### config.mk
export PLATFORM = sky130hd
export DESIGN_NAME = regfile_wb_arbiter_flat
export DESIGN_NICKNAME = d
export VERILOG_FILES = /design/src/rtl/regfile_wb_arbiter_pkg.sv /design/src/rtl/regfile_wb_arbiter_if.sv /design/src/rtl/regfile_wb_arbiter_scoreboard.sv /design/src/rtl/regfile_wb_arbiter.sv /design/src/flat_wrapper.sv
export SDC_FILE = /design/constraint.sdc
export NUM_CORES = 1
export LEC_CHECK = 0
export BUFFER_PORTS_ARGS = -buffer_cell sky130_fd_sc_hd__buf_2
export CAP_MARGIN = 25
export CELL_PAD_IN_SITES_DETAIL_PLACEMENT = 1
export CELL_PAD_IN_SITES_GLOBAL_PLACEMENT = 1
export CORE_MARGIN = 10
export CORE_UTILIZATION = 38
export CTS_CLUSTER_DIAMETER = 120
export DETAILED_ROUTE_END_ITERATION = 6
export PLACE_DENSITY_LB_ADDON = 0.1
export SKIP_CTS_REPAIR_TIMING = 1
export SLEW_MARGIN = 10
export SYNTH_ARGS = -nofsm -noshare
export SYNTH_HDL_FRONTEND = slang
export SYNTH_SLANG_ARGS = --single-unit
### constraint.sdc
create_clock -name clk -period 3.7 [get_ports clk]
set_input_delay 0.185 -clock clk [delete_from_list [all_inputs] [get_ports clk]]
set_output_delay 0.185 -clock clk [all_outputs]
set_load 0.05 [all_outputs]
### src/rtl/regfile_wb_arbiter_pkg.sv
// rtl/regfile_wb_arbiter_pkg.sv - shared sizes and types for the register-file writeback arbiter.
package regfile_pkg;

  localparam int WIDTH = 32;
  localparam int DEPTH = 32;
  localparam int AW    = $clog2(DEPTH);

  typedef enum logic {
    WB_SRC_ALU = 1'b0,
    WB_SRC_LD  = 1'b1
  } wb_src_t;

  typedef logic [AW-1:0] reg_addr_t;

endpackage

### src/rtl/regfile_wb_arbiter_if.sv
// rtl/regfile_wb_arbiter_if.sv - ALU and load writeback request handshakes.
interface regfile_wb_arbiter_if #(
  parameter int WIDTH = regfile_pkg::WIDTH,
  parameter int AW    = regfile_pkg::AW
);

  logic             alu_valid;
  logic [AW-1:0]    alu_rd;
  logic [WIDTH-1:0] alu_data;
  logic             alu_ready;

  logic             ld_valid;
  logic [AW-1:0]    ld_rd;
  logic [WIDTH-1:0] ld_data;
  logic             ld_ready;

  modport master (
    output alu_valid, alu_rd, alu_data,
    input  alu_ready,
    output ld_valid, ld_rd, ld_data,
    input  ld_ready
  );

  modport slave (
    input  alu_valid, alu_rd, alu_data,
    output alu_ready,
    input  ld_valid, ld_rd, ld_data,
    output ld_ready
  );

endinterface

### src/rtl/regfile_wb_arbiter_scoreboard.sv
// rtl/regfile_wb_arbiter_scoreboard.sv - busy bitmap of registers awaiting load data, with stall query.
module wb_scoreboard #(
  parameter  int DEPTH = regfile_pkg::DEPTH,
  localparam int AW    = $clog2(DEPTH)
) (
  input  logic             clk,
  input  logic             rst,
  input  logic             set_en,
  input  logic [AW-1:0]    set_addr,
  input  logic             clr_en,
  input  logic [AW-1:0]    clr_addr,
  input  logic [AW-1:0]    rs1_addr,
  input  logic [AW-1:0]    rs2_addr,
  input  logic             inflight_en,
  input  logic [AW-1:0]    inflight_addr,
  output logic [DEPTH-1:0] busy,
  output logic             stall
);

  logic [DEPTH-1:0] busy_q;
  logic [DEPTH-1:0] busy_d;
  logic             hit1;
  logic             hit2;

  // Set is applied after clear so a re-issue on the retiring edge keeps the bit.
  always_comb begin
    busy_d = busy_q;
    if (clr_en) busy_d[clr_addr] = 1'b0;
    if (set_en) busy_d[set_addr] = 1'b1;
    busy_d[0] = 1'b0;
  end

  always_ff @(posedge clk) begin
    if (!rst) busy_q <= '0;
    else      busy_q <= busy_d;
  end

  assign hit1 = (rs1_addr != '0) &&
                (busy_q[rs1_addr] || (inflight_en && (inflight_addr == rs1_addr)));
  assign hit2 = (rs2_addr != '0) &&
                (busy_q[rs2_addr] || (inflight_en && (inflight_addr == rs2_addr)));

  assign busy  = busy_q;
  assign stall = hit1 || hit2;

endmodule

### src/rtl/regfile_wb_arbiter.sv
// rtl/regfile_wb_arbiter.sv - round-robin ALU/load writeback arbiter with write stage and scoreboard.
// Define WB_FWD_EN to expose write-stage forwarding and drop the in-flight stall term.
module regfile_wb_arbiter #(
  parameter  int WIDTH = regfile_pkg::WIDTH,
  parameter  int DEPTH = regfile_pkg::DEPTH,
  localparam int AW    = $clog2(DEPTH)
) (
  input  logic              clk,
  input  logic              rst,
  regfile_wb_arbiter_if.slave wb,
  input  logic              issue_valid,
  input  logic [AW-1:0]     issue_rd,
  input  logic [AW-1:0]     rs1_addr,
  input  logic [AW-1:0]     rs2_addr,
  output logic              stall,
  output logic              we0,
  output logic [AW-1:0]     wr_addr0,
  output logic [WIDTH-1:0]  wr_din0,
`ifdef WB_FWD_EN
  output logic              fwd_hit1,
  output logic              fwd_hit2,
  output logic [WIDTH-1:0]  fwd_data1,
  output logic [WIDTH-1:0]  fwd_data2,
`endif
  output logic [DEPTH-1:0]  busy
);
  import regfile_pkg::*;

  wb_src_t last_grant;
  wb_src_t src_q;
  logic    grant_alu;
  logic    grant_ld;
  logic    inflight_en;

  // On conflict the requester that did not win the previous conflict goes first.
  assign grant_ld  = wb.ld_valid && (!wb.alu_valid || (last_grant == WB_SRC_ALU));
  assign grant_alu = wb.alu_valid && !grant_ld;

  assign wb.alu_ready = grant_alu;
  assign wb.ld_ready  = grant_ld;

  always_ff @(posedge clk) begin
    if (!rst) begin
      we0        <= 1'b0;
      wr_addr0   <= '0;
      wr_din0    <= '0;
      last_grant <= WB_SRC_ALU;
      src_q      <= WB_SRC_ALU;
    end else begin
      if (wb.alu_valid && wb.ld_valid)
        last_grant <= grant_ld ? WB_SRC_LD : WB_SRC_ALU;
      if (grant_ld) begin
        we0      <= (wb.ld_rd != '0);
        wr_addr0 <= wb.ld_rd;
        wr_din0  <= wb.ld_data;
        src_q    <= WB_SRC_LD;
      end else if (grant_alu) begin
        we0      <= (wb.alu_rd != '0);
        wr_addr0 <= wb.alu_rd;
        wr_din0  <= wb.alu_data;
        src_q    <= WB_SRC_ALU;
      end else begin
        we0 <= 1'b0;
      end
    end
  end

`ifdef WB_FWD_EN
  assign inflight_en = 1'b0;
  assign fwd_hit1    = we0 && (wr_addr0 == rs1_addr) && (rs1_addr != '0);
  assign fwd_hit2    = we0 && (wr_addr0 == rs2_addr) && (rs2_addr != '0);
  assign fwd_data1   = wr_din0;
  assign fwd_data2   = wr_din0;
`else
  assign inflight_en = we0;
`endif

  // Only load retires release a busy register; ALU writes never set one.
  wb_scoreboard #(.DEPTH(DEPTH)) u_scoreboard (
    .clk           (clk),
    .rst           (rst),
    .set_en        (issue_valid),
    .set_addr      (issue_rd),
    .clr_en        (we0 && (src_q == WB_SRC_LD)),
    .clr_addr      (wr_addr0),
    .rs1_addr      (rs1_addr),
    .rs2_addr      (rs2_addr),
    .inflight_en   (inflight_en),
    .inflight_addr (wr_addr0),
    .busy          (busy),
    .stall         (stall)
  );

endmodule

### src/flat_wrapper.sv
// flat-port wrapper written by rule: the top's interface ports become plain ports
module regfile_wb_arbiter_flat import regfile_pkg::*;
#(
  parameter  int WIDTH = regfile_pkg::WIDTH,
  parameter  int DEPTH = regfile_pkg::DEPTH,
  localparam int AW    = $clog2(DEPTH)
)
  (clk, rst, issue_valid, issue_rd, rs1_addr, rs2_addr, stall, we0, wr_addr0, wr_din0, busy, wb_alu_valid, wb_alu_rd, wb_alu_data, wb_alu_ready, wb_ld_valid, wb_ld_rd, wb_ld_data, wb_ld_ready);
  regfile_wb_arbiter_if #(.WIDTH(WIDTH)) wb_i ();
  input  logic clk;
  input  logic rst;
  input  logic issue_valid;
  input  logic [AW-1:0] issue_rd;
  input  logic [AW-1:0] rs1_addr;
  input  logic [AW-1:0] rs2_addr;
  output logic stall;
  output logic we0;
  output logic [AW-1:0] wr_addr0;
  output logic [WIDTH-1:0] wr_din0;
  output logic [DEPTH-1:0] busy;
  input wire logic [$bits(wb_i.alu_valid)-1:0] wb_alu_valid;
  input wire logic [$bits(wb_i.alu_rd)-1:0] wb_alu_rd;
  input wire logic [$bits(wb_i.alu_data)-1:0] wb_alu_data;
  output wire logic [$bits(wb_i.alu_ready)-1:0] wb_alu_ready;
  input wire logic [$bits(wb_i.ld_valid)-1:0] wb_ld_valid;
  input wire logic [$bits(wb_i.ld_rd)-1:0] wb_ld_rd;
  input wire logic [$bits(wb_i.ld_data)-1:0] wb_ld_data;
  output wire logic [$bits(wb_i.ld_ready)-1:0] wb_ld_ready;
  assign wb_i.alu_valid = wb_alu_valid;
  assign wb_i.alu_rd = wb_alu_rd;
  assign wb_i.alu_data = wb_alu_data;
  assign wb_alu_ready = wb_i.alu_ready;
  assign wb_i.ld_valid = wb_ld_valid;
  assign wb_i.ld_rd = wb_ld_rd;
  assign wb_i.ld_data = wb_ld_data;
  assign wb_ld_ready = wb_i.ld_ready;
  regfile_wb_arbiter #(.WIDTH(WIDTH), .DEPTH(DEPTH)) u_core (.clk(clk), .rst(rst), .wb(wb_i), .issue_valid(issue_valid), .issue_rd(issue_rd), .rs1_addr(rs1_addr), .rs2_addr(rs2_addr), .stall(stall), .we0(we0), .wr_addr0(wr_addr0), .wr_din0(wr_din0), .busy(busy));
endmodule
==> results of run 1 <==
==> layout by cell type, fill, tap and decap left out, types with 4 or more instances in the layout <==
| cell | synthesis | routed |
|---|---|---|
| a21boi_0 | 32 | 32 |
| and2_1 | 5 | 5 |
| buf_2 | 5 | 165 |
| buf_4 | 3 | 4 |
| clkbuf_8 | 0 | 9 |
| dfxtp_1 | 71 | 71 |
| mux2i_1 | 42 | 42 |
| mux4_1 | 4 | 4 |
| mux4_2 | 8 | 8 |
| nand2_1 | 85 | 84 |
| nand3b_1 | 4 | 4 |
| nor2_1 | 9 | 9 |
| nor3_1 | 6 | 6 |
| nor3b_1 | 4 | 4 |
| o211a_1 | 37 | 37 |
| o21ai_0 | 37 | 37 |
| xnor2_1 | 10 | 10 |
==> cell type report <==
class	instances	area (um^2)
fillers	1275	5180
multi-input cells	321	2340
flip-flops and latches	71	1420
repair buffers	169	856
well taps	136	170
clock buffers	12	135
clock inverters	3	68.8
inverters	3	11.3
diodes	1	2.50
==> stage by stage <==
step                util [%]  worst slack, ns  area, um^2
floorplan                  -            0.941        3930
global placement        47.0             1.55        4790
detailed placement      47.1             1.53        4790
CTS                     49.1             1.32        5000
global route            49.1             1.18        5000
finish                  49.1             1.34        5000
==> cells by family after synthesis <==
| family | after synthesis | synth area share, % |
|---|---|---|
| flip-flops | 71 | 36.2 |
| multiplexers | 56 | 18.5 |
| other | 1 | 0.0955 |
| buffers and inverters | 39 | 4.40 |
| AND/OR/NAND/NOR | 134 | 15.7 |
| AO/OA/AOI/OAI | 119 | 22.6 |
| XOR/XNOR | 11 | 2.45 |
==> routing by layer <==
| layer | track usage [%] | wire (um) |
|---|---|---|
| met1 | 22.8 | 6050 |
| met3 | 6.89 | 1370 |
| met4 | 6.56 | 113 |
| met5 | 0 | 0 |
| met2 | 30.0 | 6970 |
==> how the worst min path moves through the flow <==
stage,from,end,slack [ns],cells after the start
after floorplan,wb_ld_rd[0],u_core.wr_addr0[0],0.34,1
after global placement,wb_ld_data[21],u_core.wr_din0[21],0.42,2
after detailed placement,wb_ld_data[16],u_core.wr_din0[16],0.43,2
after CTS,wb_ld_data[16],u_core.wr_din0[16],0.05,2
after global routing,wb_ld_data[26],u_core.wr_din0[26],0.05,2
final,wb_ld_data[16],u_core.wr_din0[16],0.07,2
==> sequential cells by signal (all words and copies together), names as in the netlist <==
| register | count |
|---|---|
| u_core.wr_din0 | 32 |
| u_core.last_grant | 1 |
| u_core.u_scoreboard.busy | 31 |
| u_core.src_q | 1 |
| u_core.wr_addr0 | 5 |
| u_core.we0 | 1 |
==> critical path, cell delays in order (launching register included) <==
cell	delay, ns
dfxtp_1	0.60
xnor2_1	0.17
nand3_1	0.11
nor3_1	0.19
nor3_1	0.08
o32ai_1	0.33
buf_2	0.33
==> cell usage after synthesis, types with 5 or more instances <==
cell	n	area, um^2
mux2i_1	42	420
and2_1	5	31.3
mux4_2	8	180
o211a_1	37	370
nor2_1	9	33.8
buf_2	5	25.0
a21boi_0	32	240
dfxtp_1	71	1420
xnor2_1	10	87.6
nand2_1	85	319
nor3_1	6	30.0
o21ai_0	37	185
clkbuf_1	25	93.8
==> power groups by stage <==
stage | combinational [mW] | sequential, mW | clock, mW
final | 0.468 | 0.841 | 0.678
after floorplan | 0.203 | 0.982 | 0
after global placement | 0.462 | 0.855 | 0
after global routing | 0.504 | 0.847 | 0.721
after detailed placement | 0.471 | 0.859 | 0
after CTS | 0.473 | 0.841 | 0.692
==> results by stage, run 1 <==
Run status:
- The flow ran to the end, and the final reports show no timing, DRC or antenna violations.

STA:
- The share of the cycle needed by the critical path after routing is 63.8%.
- At the pin with the least slew margin, the transition time is 0.745 ns.
- Static timing analysis puts the maximum clock frequency at 424 MHz.
- The final number of max-transition violations is 0.
- The worst max-slew margin expressed relative to the limit is 50.1%.
- Setup violations remaining at the end of the flow were counted as 0.
- The smallest hold slack is 0.0708 ns.
- The total negative setup slack is 0 ns.
- The final hold violation count is 0.
- Setup repair after global routing left no endpoint under its margin.
- For the final database, setup skew stands at 0.00508 ns.
- The routed design could run at a clock period as short as 2.36 ns.

Placed design:
- The weighted congestion at the end of routability-driven global placement is 0.860.
- Once placement completed, the tool counted placed cells totaling 700.
- The port buffer count is 165.
- The sum of net half-perimeters after detailed placement is 10900 um.

Global route:
- In the global route stage, overall resource usage came out at 18.8%.
- The global-route wire length before repair is 21900 um.
- The total global routing overflow is 0.
- The initial antenna violation count is 0.
- The maximum number of pins on one net before global-route repair is 44.
- The number of global-route vias before repair is 4007.

Setup path:
- The worst register-to-register path ends at u_core.wr_din0[7].
- The startpoint class of the critical path is a flip-flop.
- The worst setup slack for register-to-register paths is 1.90 ns.
- The type of destination of the critical path is a primary output.
- The origin of the critical flop-to-flop path is u_core.last_grant.
- At the worst endpoint, the arrival time is 2.17 ns.
- In this run the worst setup path begins at u_core.wr_addr0[2].
- The worst setup path category is flip-flop to primary output.
- The largest fanout of any net on the critical path is 12.
- The depth of the most critical reg-to-reg path is 5.
- Following the worst setup path forward leads to its endpoint at stall.
- For the worst setup path, the data required time is 3.51 ns.

Floorplanning:
- The effective utilization at floorplan is 38.6%.
- The initialized floorplan defines 37 standard-cell rows.
- The standard cell core area is 10200 um^2.
- The floorplan step set the die width to 122 um.
- The area of the die is 14800 um^2.
- The number of placed I/O pins is 167.
- The die is 122 um tall.

Clock tree:
- For this design, the sink count on the clock tree is 71.
- Buffers inserted during clock tree synthesis total 9.
- The root buffer cell chosen for the clock tree is clkbuf_8.
- TritonCTS built the clock tree.
- The CTS H-tree depth is 3.
- The clock transition at the registers of the reported paths is 0.08 ns.
- The buffer levels on the longest clock path is 2.
- The later pin in the worst-skew pair is clocked with a latency of 0.35 ns.

Pwr:
- Of the total power, the clock network draws 34.1%.
- VDD sags by at most 0.000198 V.
- Combinational cells account for 23.6% of the total power.
- Cell internal power was estimated by the tool at 1.34 mW.
- The switching power of the nets is 0.645 mW.
- The power per standard cell area is 397 nW/um^2.
- The leakage power is 2.55 nW.
- The total power draw is 1.99 mW.
- Net switching is 32.5% of the power.
- Sequential cells account for 42.3% of the total power.

Logic synthesis:
- Counting flops with a built-in enable in the synthesized netlist gives 0.
- The average cell area after synthesis is 9.11 um^2.
- The number of nets in the synthesized netlist is 525.
- The prevailing post-synth register cell is dfxtp_1.
- The yosys synthesis warning count is 0.
- The number of standard cells after synthesis is 431.
- The post-synthesis cell area is 3930 um^2.
- Synthesis inferred 71 register bits.
- Of all flip-flops after synthesis, the portion carrying an async set or reset was 0%.
- The fraction of the yosys area taken by sequential cells is 36.2%.
- Synthesis instantiated 43 different standard cells from the library.

Route:
- The detailed router placed 3866 vias in this run.
- The remaining routing DRC violations is 0.
- In this run, the number of DRC markers left after iteration 0 of detailed routing was 234.
- The number of vias per cell after detailed routing is 5.40.
- For this block, the routed nets add up to 14500 um of wire.
- The detail-routed net length per standard cell is 20.3 um.
- The number of iterations in the first detailed-routing pass is 6.
- In this run the remaining antenna-violating nets after routing total 0.

Layout:
- The post-layout net count is 669.
- The area growth from synthesis to layout is 27.3%.
- The fraction of final layout cells with drive strength greater than 1 is 33.3%.
- The number of non-filler instances in the completed layout is 716.

Flow run:
- The number of maximum-capacitance constraint violations is 0.

Worst hold path:
- The path type of the worst min-delay path is input pin to flip-flop.
No activity file was read; power rests on OpenSTA's default activity.
==> inputs of run 2 (changes only) <==
- CORE_UTILIZATION: 38 -> 31
- clock period: 3.7 -> 2.1 ns (I/O delays scaled with it)
==> results by stage, run 2 (same netlist as run 1, synthesis figures left out) <==
Run status:
- The run finished, with violations left.
- The checks that failed: negative hold slack, negative setup slack.

Global route:
- The initial antenna violation count is 2.
- The global-route wire length before repair is 24200 um.
- The maximum number of pins on one net before global-route repair is 55.
- For this run, global-route usage on met2 was measured as 28.0%.
- The global routing met3 resource utilization is 5.41%.
- The global-route total usage across every layer is 17.4%.
- The total global routing overflow is 0.
- The number of global-route vias before repair is 4246.
- For this run, global-route usage on met1 was measured as 21.4%.
- The layer carrying the most global-route usage is met2.

Worst hold path:
- The worst hold path begins at wb_ld_data[30].
- The min-delay analysis places its worst path in the category input pin to flip-flop.

Layout:
- The top cell types in the final layout, fill and taps aside, are buf_2, nand2_1, dfxtp_1.
- The post-layout net count is 684.
- The number of filler cells placed in the layout is 1535.
- The register name with the most flops is u_core.wr_din0.
- The fraction of final layout cells with drive strength greater than 1 is 36.8%.
- The register with the most flip-flops in the layout has 32 of them.
- The most common cell after layout, fill and taps aside is buf_2.
- The area growth from synthesis to final layout is 35.7%.

STA:
- Setup total negative slack on the finished layout was measured at -0.119 ns.
- The final hold violation count is 1.
- The final worst clock skew is 0.00373 ns.
- The share of the cycle needed by the critical path after routing is 106%.
- Setup repair after global routing could not meet its margin everywhere.
- For the finished layout, the period the worst path requires is 2.22 ns.
- The worst max-slew margin expressed relative to the limit is 55.7%.
- Once routing completed, OpenROAD measured the worst setup slack at -0.119 ns.
- On the final layout, the worst hold slack is -0.0000135 ns.
- The number of setup violations in the final report is 1.
- The final number of max-transition violations is 0.
- The fmax is 451 MHz.
- For the pin with the worst max-slew slack, the measured transition is 0.664 ns.

Clock tree:
- The buffer levels on the longest clock path is 2.
- After clock tree synthesis, the clock-pin slew on the worst setup and hold paths is 0.06 ns.
- The clock net in this run drives a total of 71 sinks.
- Clock tree synthesis selected as its root buffer the cell clkbuf_16.
- For the worst-skew pair, the clock arrives at the later sink with an insertion delay of 0.34 ns.
- The clock tree from TritonCTS is yes.
- The total clock buffers created by CTS is 9.
- The CTS H-tree depth is 3.

Route:
- The first TritonRoute pass finished after 4 iterations.
- The detailed router placed 3983 vias in this run.
- For this block, the initial DRC count from the detailed router was 188.
- The detail-routed net length per standard cell is 20.1 um.
- In this run the remaining antenna-violating nets after routing total 0.
- The remaining routing DRC violations is 0.
- The final routed wirelength across all metal layers is 15500 um.
- Using the TritonRoute via totals, the vias-per-cell ratio works out to 5.19.

Floorplanning:
- The area of the die is 17600 um^2.
- Once the floorplan was initialized, standard cells occupied 31.4% of the core.
- 167 I/O pins were placed.
- Measured along the x axis, the die boundary spans 133 um.
- The initialized floorplan defines 41 standard-cell rows.
- After floorplanning, the core was sized to cover 12500 um^2.
- The vertical extent of the die is 133 um.

Placed design:
- The weighted congestion at the end of routability-driven global placement is 0.834.
- The sum of net half-perimeters after detailed placement is 11700 um.
- Input and output buffers added on the ports amount to 165.

Setup path:
- The worst setup path is launched from a flip-flop.
- The number of buffer and inverter instances along the worst setup path is 1.
- STA classifies the critical path endpoint as a primary output.
- The critical path is of the flip-flop to primary output type.
- The origin of the critical flop-to-flop path is u_core.wr_addr0[2].
- Traced cell by cell, the critical path runs through mux4_2, mux4_2, nor2_4, o32ai_4, buf_6.
- The cell that appears most often on the critical path is mux4_2.
- Data on the critical path is required at its endpoint by 2.00 ns.
- Of all nets on the critical path, the largest fanout is 4.
- On the worst path, the slowest cell contributes a delay of 0.53 ns.
- The slowest stage of the critical path is the mux4_2 cell.
- STA puts the critical path data arrival time at 2.11 ns.
- In this design, the largest share of critical-path delay is due to multiplexers.
- The start point of the critical path is u_core.u_scoreboard.busy[26].

Pwr:
- The maximum vdd ir drop is 0.000394 V.
- For this design the static power due to leakage is 2.69 nW.
- In this run the power density over the cells is 734 nW/um^2.

Flow run:
- The number of maximum-capacitance constraint violations is 0.
[run 2: cell types whose count changed in the layout (fill, tap and decap cells not counted), moves of 2 or more]
cell,before,now
buf_4,4,16
clkbuf_8,9,1
buf_12,0,2
dfxtp_1,71,65
dfxtp_2,0,5
clkbuf_16,0,9
[run 2: area by class of cell]
cell class	instances	area, um^2	area share, %
diodes	1	2.50	0.0469
inverters	3	11.3	0.211
well taps	172	215	4.04
clock inverters	3	42.5	0.798
repair buffers	184	1000	18.8
clock buffers	13	250	4.69
flip-flops and latches	71	1430	26.9
multi-input cells	321	2370	44.6
[run 2: report_power, final]
part	total (mW)	internal, mW	leakage (nW)	switching, mW
Clock	1.55	0.952	0.140	0.601
Combinational	0.889	0.311	1.96	0.578
Sequential	1.47	1.42	0.587	0.0503
[run 2: worst paths after layout]
check	to	slack [ns]	depth (start not counted)
setup / recovery	stall	-0.12	5
hold / removal	u_core.wr_din0[30]	-0.00001	2
setup reg to reg	u_core.u_scoreboard.busy[4]	0.57	4
hold reg to reg	u_core.src_q	0.50	2
[run 2: metal layers]
metal / up-vias / routed length, um
li1: 1879 / -
met2: 126 / 7560
met4: 2 / 246
met5: - / 13
met1: 1954 / 6520
met3: 22 / 1140
[run 2: worst reg2reg max path: cells and delay by family (launching register included)]
kind	cells	cell delay [ns]
flops	1	0.38
compound gates	2	0.30
simple gates	1	0.51
buf+inv	1	0.22
[run 2: through the flow]
stage / setup slack (ns) / total power [mW] / std cells / utilization (%) / cell area, um^2
floorplan: 0.110 / 2.10 / 431 / - / 3950
global placement: 0.0661 / 2.37 / 749 / 39.8 / 4980
detailed placement: 0.0892 / 2.39 / 749 / 39.8 / 4980
CTS: -0.240 / 3.95 / 765 / 42.1 / 5270
global route: -0.146 / 4.09 / 767 / 42.6 / 5330
finish: -0.119 / 3.91 / 768 / 42.6 / 5330
==> inputs of run 3 (changes only) <==
==> constraint.sdc (replaced) <==
create_clock -name clk -period 2.1 [get_ports clk]
set_input_delay 0.105 -clock clk [delete_from_list [all_inputs] [get_ports clk]]
set_output_delay 0.105 -clock clk [all_outputs]
set_load 0.02 [all_outputs]
==> results by stage, run 3 (same netlist as run 1, synthesis figures left out) <==
Run status:
- The run finished, with violations left.
- The checks that failed: negative setup slack.

Floorplanning:
- The chip width is 133 um.
- The vertical extent of the die is 133 um.
- In this run the standard cell core region covers 12500 um^2.
- 167 I/O pins were placed.
- The die covers 17600 um^2.
- The floorplan row count is 41.
- For this configuration, the core starts out at a cell density of 31.4%.

Layout:
- Cells fill 42.9% of the core in the end.
- The number of filler cells placed in the layout is 1523.
- The number of flip-flops under the largest register name is 32.
- The top cell types in the final layout, fill and taps aside, are buf_2, nand2_1, dfxtp_1.
- The fraction of final layout cells with drive strength greater than 1 is 35.6%.
- In the final layout, the multi-input gates occupy 2340 um^2.
- After the last flow step, the layout net total stands at 688.
- The library cell used most frequently in the layout, excluding fill and tap cells, is buf_2.
- Ranked by flip-flop count, first place goes to u_core.wr_din0.
- In the final layout, flip-flops and latches occupy 1430 um^2.
- The area growth from synthesis to layout is 36.8%.

Clock tree:
- The clock tree synthesis step divided the H-tree into 3 levels.
- The tree is rooted in a clkbuf_16.
- The later pin in the worst-skew pair is clocked with a latency of 0.35 ns.
- Buffers inserted during clock tree synthesis total 9.
- After clock tree synthesis, the clock-pin slew on the worst setup and hold paths is 0.06 ns.
- The buffer levels on the longest clock path is 2.
- TritonCTS built the clock tree.
- For this design, the sink count on the clock tree is 71.

Setup path:
- The highest cell delay on the worst timing path is 0.49 ns.
- Data arrives at the worst endpoint at 2.03 ns.
- The number of buffers and inverters on the critical path is 1.
- The most used cell along the critical path is mux4_2.
- In this run the worst path has a maximum fanout of 4.
- For the worst setup path, the data required time is 2.00 ns.
- The worst setup path category is flip-flop to primary output.
- The type of destination of the critical path is a primary output.
- On the critical path the largest part of the delay comes from multiplexers.
- The critical path's slowest cell is mux4_2.
- Traced cell by cell, the critical path runs through mux4_2, mux4_2, nor2_2, o32ai_1, buf_2.
- The startpoint class of the critical path is a flip-flop.

Global route:
- The maximum number of pins on one net before global-route repair is 72.
- The number of global-route vias before repair is 4085.
- The initial antenna violation count is 2.
- The first global-routing pass estimated 23800 um of wire.
- The global-route total usage across every layer is 17.1%.
- Summed over all layers, the global routing overflow is 0.

STA:
- The worst setup slack after layout is -0.0305 ns.
- Setup violations remaining at the end of the flow were counted as 1.
- For the pin with the worst max-slew slack, the measured transition is 0.685 ns.
- Clock skew on the completed layout was measured at 0.00350 ns.
- Setup repair after global routing could not meet its margin everywhere.
- The final number of max-transition violations was 0.
- The share of the cycle needed by the critical path after routing is 101%.
- The worst max-slew margin expressed relative to the limit is 54.3%.
- The final hold violation count is 0.
- The post-route minimum period is 2.13 ns.
- The fmax is 469 MHz.

Route:
- The highest signal layer in the routed design is met5.
- Once detail routing completed, the nets flagged for antenna violations numbered 0.
- The number of iterations in the first detailed-routing pass is 4.
- The number of vias per cell after detailed routing is 5.11.
- In the final routing, the length of wire on met1 measures 6740 um.
- After detailed routing, the number of remaining DRC violations is 0.
- The detailed router placed 3942 vias in this run.
- After the first detailed-routing iteration, the DRC count stood at 181.
- After detailed routing, the met2 layer carries 7610 um of wire.
- The detail-routed net length per standard cell is 20.3 um.
- The wire length on met3 is 1100 um.
- The final routed wirelength across all metal layers is 15700 um.

Pwr:
- Summed over all cells, the static leakage comes to 2.69 nW.
- The sequential group share of total power is 37.9%.
- The clock share of power is 43.7%.
- The maximum vdd ir drop is 0.000338 V.
- Net switching is 27.9% of the power.
- Combinational logic is responsible for 18.4% of the overall power.
- Power comes to 3.89 mW.
- The power per standard cell area is 724 nW/um^2.
- The internal power of the cells is 2.80 mW.
- The switching power of the nets is 1.09 mW.

Worst hold path:
- The path type of the worst min-delay path is input pin to flip-flop.

Placed design:
- The sum of net half-perimeters after detailed placement is 11500 um.
- At the end of routability-driven placement, the weighted congestion stood at 0.843.
- Buffers placed on the I/O ports in this run total 165.

Flow run:
- The number of maximum-capacitance constraint violations is 0.
## run 3: cell count changes in the layout (fill, tap and decap cells not counted), sizes merged
cell         previous run  this run
clkinv                  1         2
dlygate4sd3             1        12
buf                   183       176
bufinv                  1         2
clkbuf                 13        11
## run 3: cell type report
type	instances	area share, %
flip-flops and latches	71	26.6
repair buffers	188	19.6
multi-input cells	321	43.5
diodes	1	0.0466
clock inverters	5	1.51
clock buffers	11	4.52
well taps	172	4.01
inverters	3	0.210
## run 3: worst reg2reg max path: stages (launching register included)
cell and delay (ns):
dfxtp_2 0.42, nand4_1 0.53, o21ai_0 0.38, a21boi_0 0.12
## run 3: power groups by stage
stage	combinational [mW]	clock, mW	sequential (mW)
6_report	0.715	1.70	1.47
5_1_grt	0.784	1.80	1.48
4_1_cts	0.704	1.73	1.47
3_5_place_dp	0.700	0	1.50
3_3_place_gp	0.686	0	1.50
2_1_floorplan	0.344	0	1.57
## run 3: per-stage QoR
| step | TNS (ns) | cell area (um^2) | worst slack [ns] | hold slack (ns) | instances |
|---|---|---|---|---|---|
| after floorplan | 0 | 3930 | 0.281 | 0.261 | 431 |
| after global placement | 0 | 4910 | 0.193 | 0.345 | 742 |
| after detailed placement | 0 | 4910 | 0.216 | 0.352 | 742 |
| after CTS | -0.113 | 5230 | -0.113 | -0.0125 | 758 |
| after global routing | -0.0699 | 5370 | -0.0699 | 0.0000706 | 771 |
| final | -0.0305 | 5370 | -0.0305 | 0.0000388 | 772 |
## run 3: final timing paths
path | start | to | cells past startpoint | slack (ns)
min reg2reg | u_core.src_q | u_core.src_q | 2 | 0.51
max | u_core.u_scoreboard.busy[31] | stall | 5 | -0.03
max reg2reg | u_core.wr_addr0[1] | u_core.u_scoreboard.busy[31] | 3 | 0.52
min | wb_ld_data[21] | u_core.wr_din0[21] | 2 | 0.00004
## run 3: metal layers
layer  track usage, %  vias up
li1                 -     1889
met1             20.8     1907
met2             28.0      127
met3             5.19       17
met4             5.68        2
met5                0        -
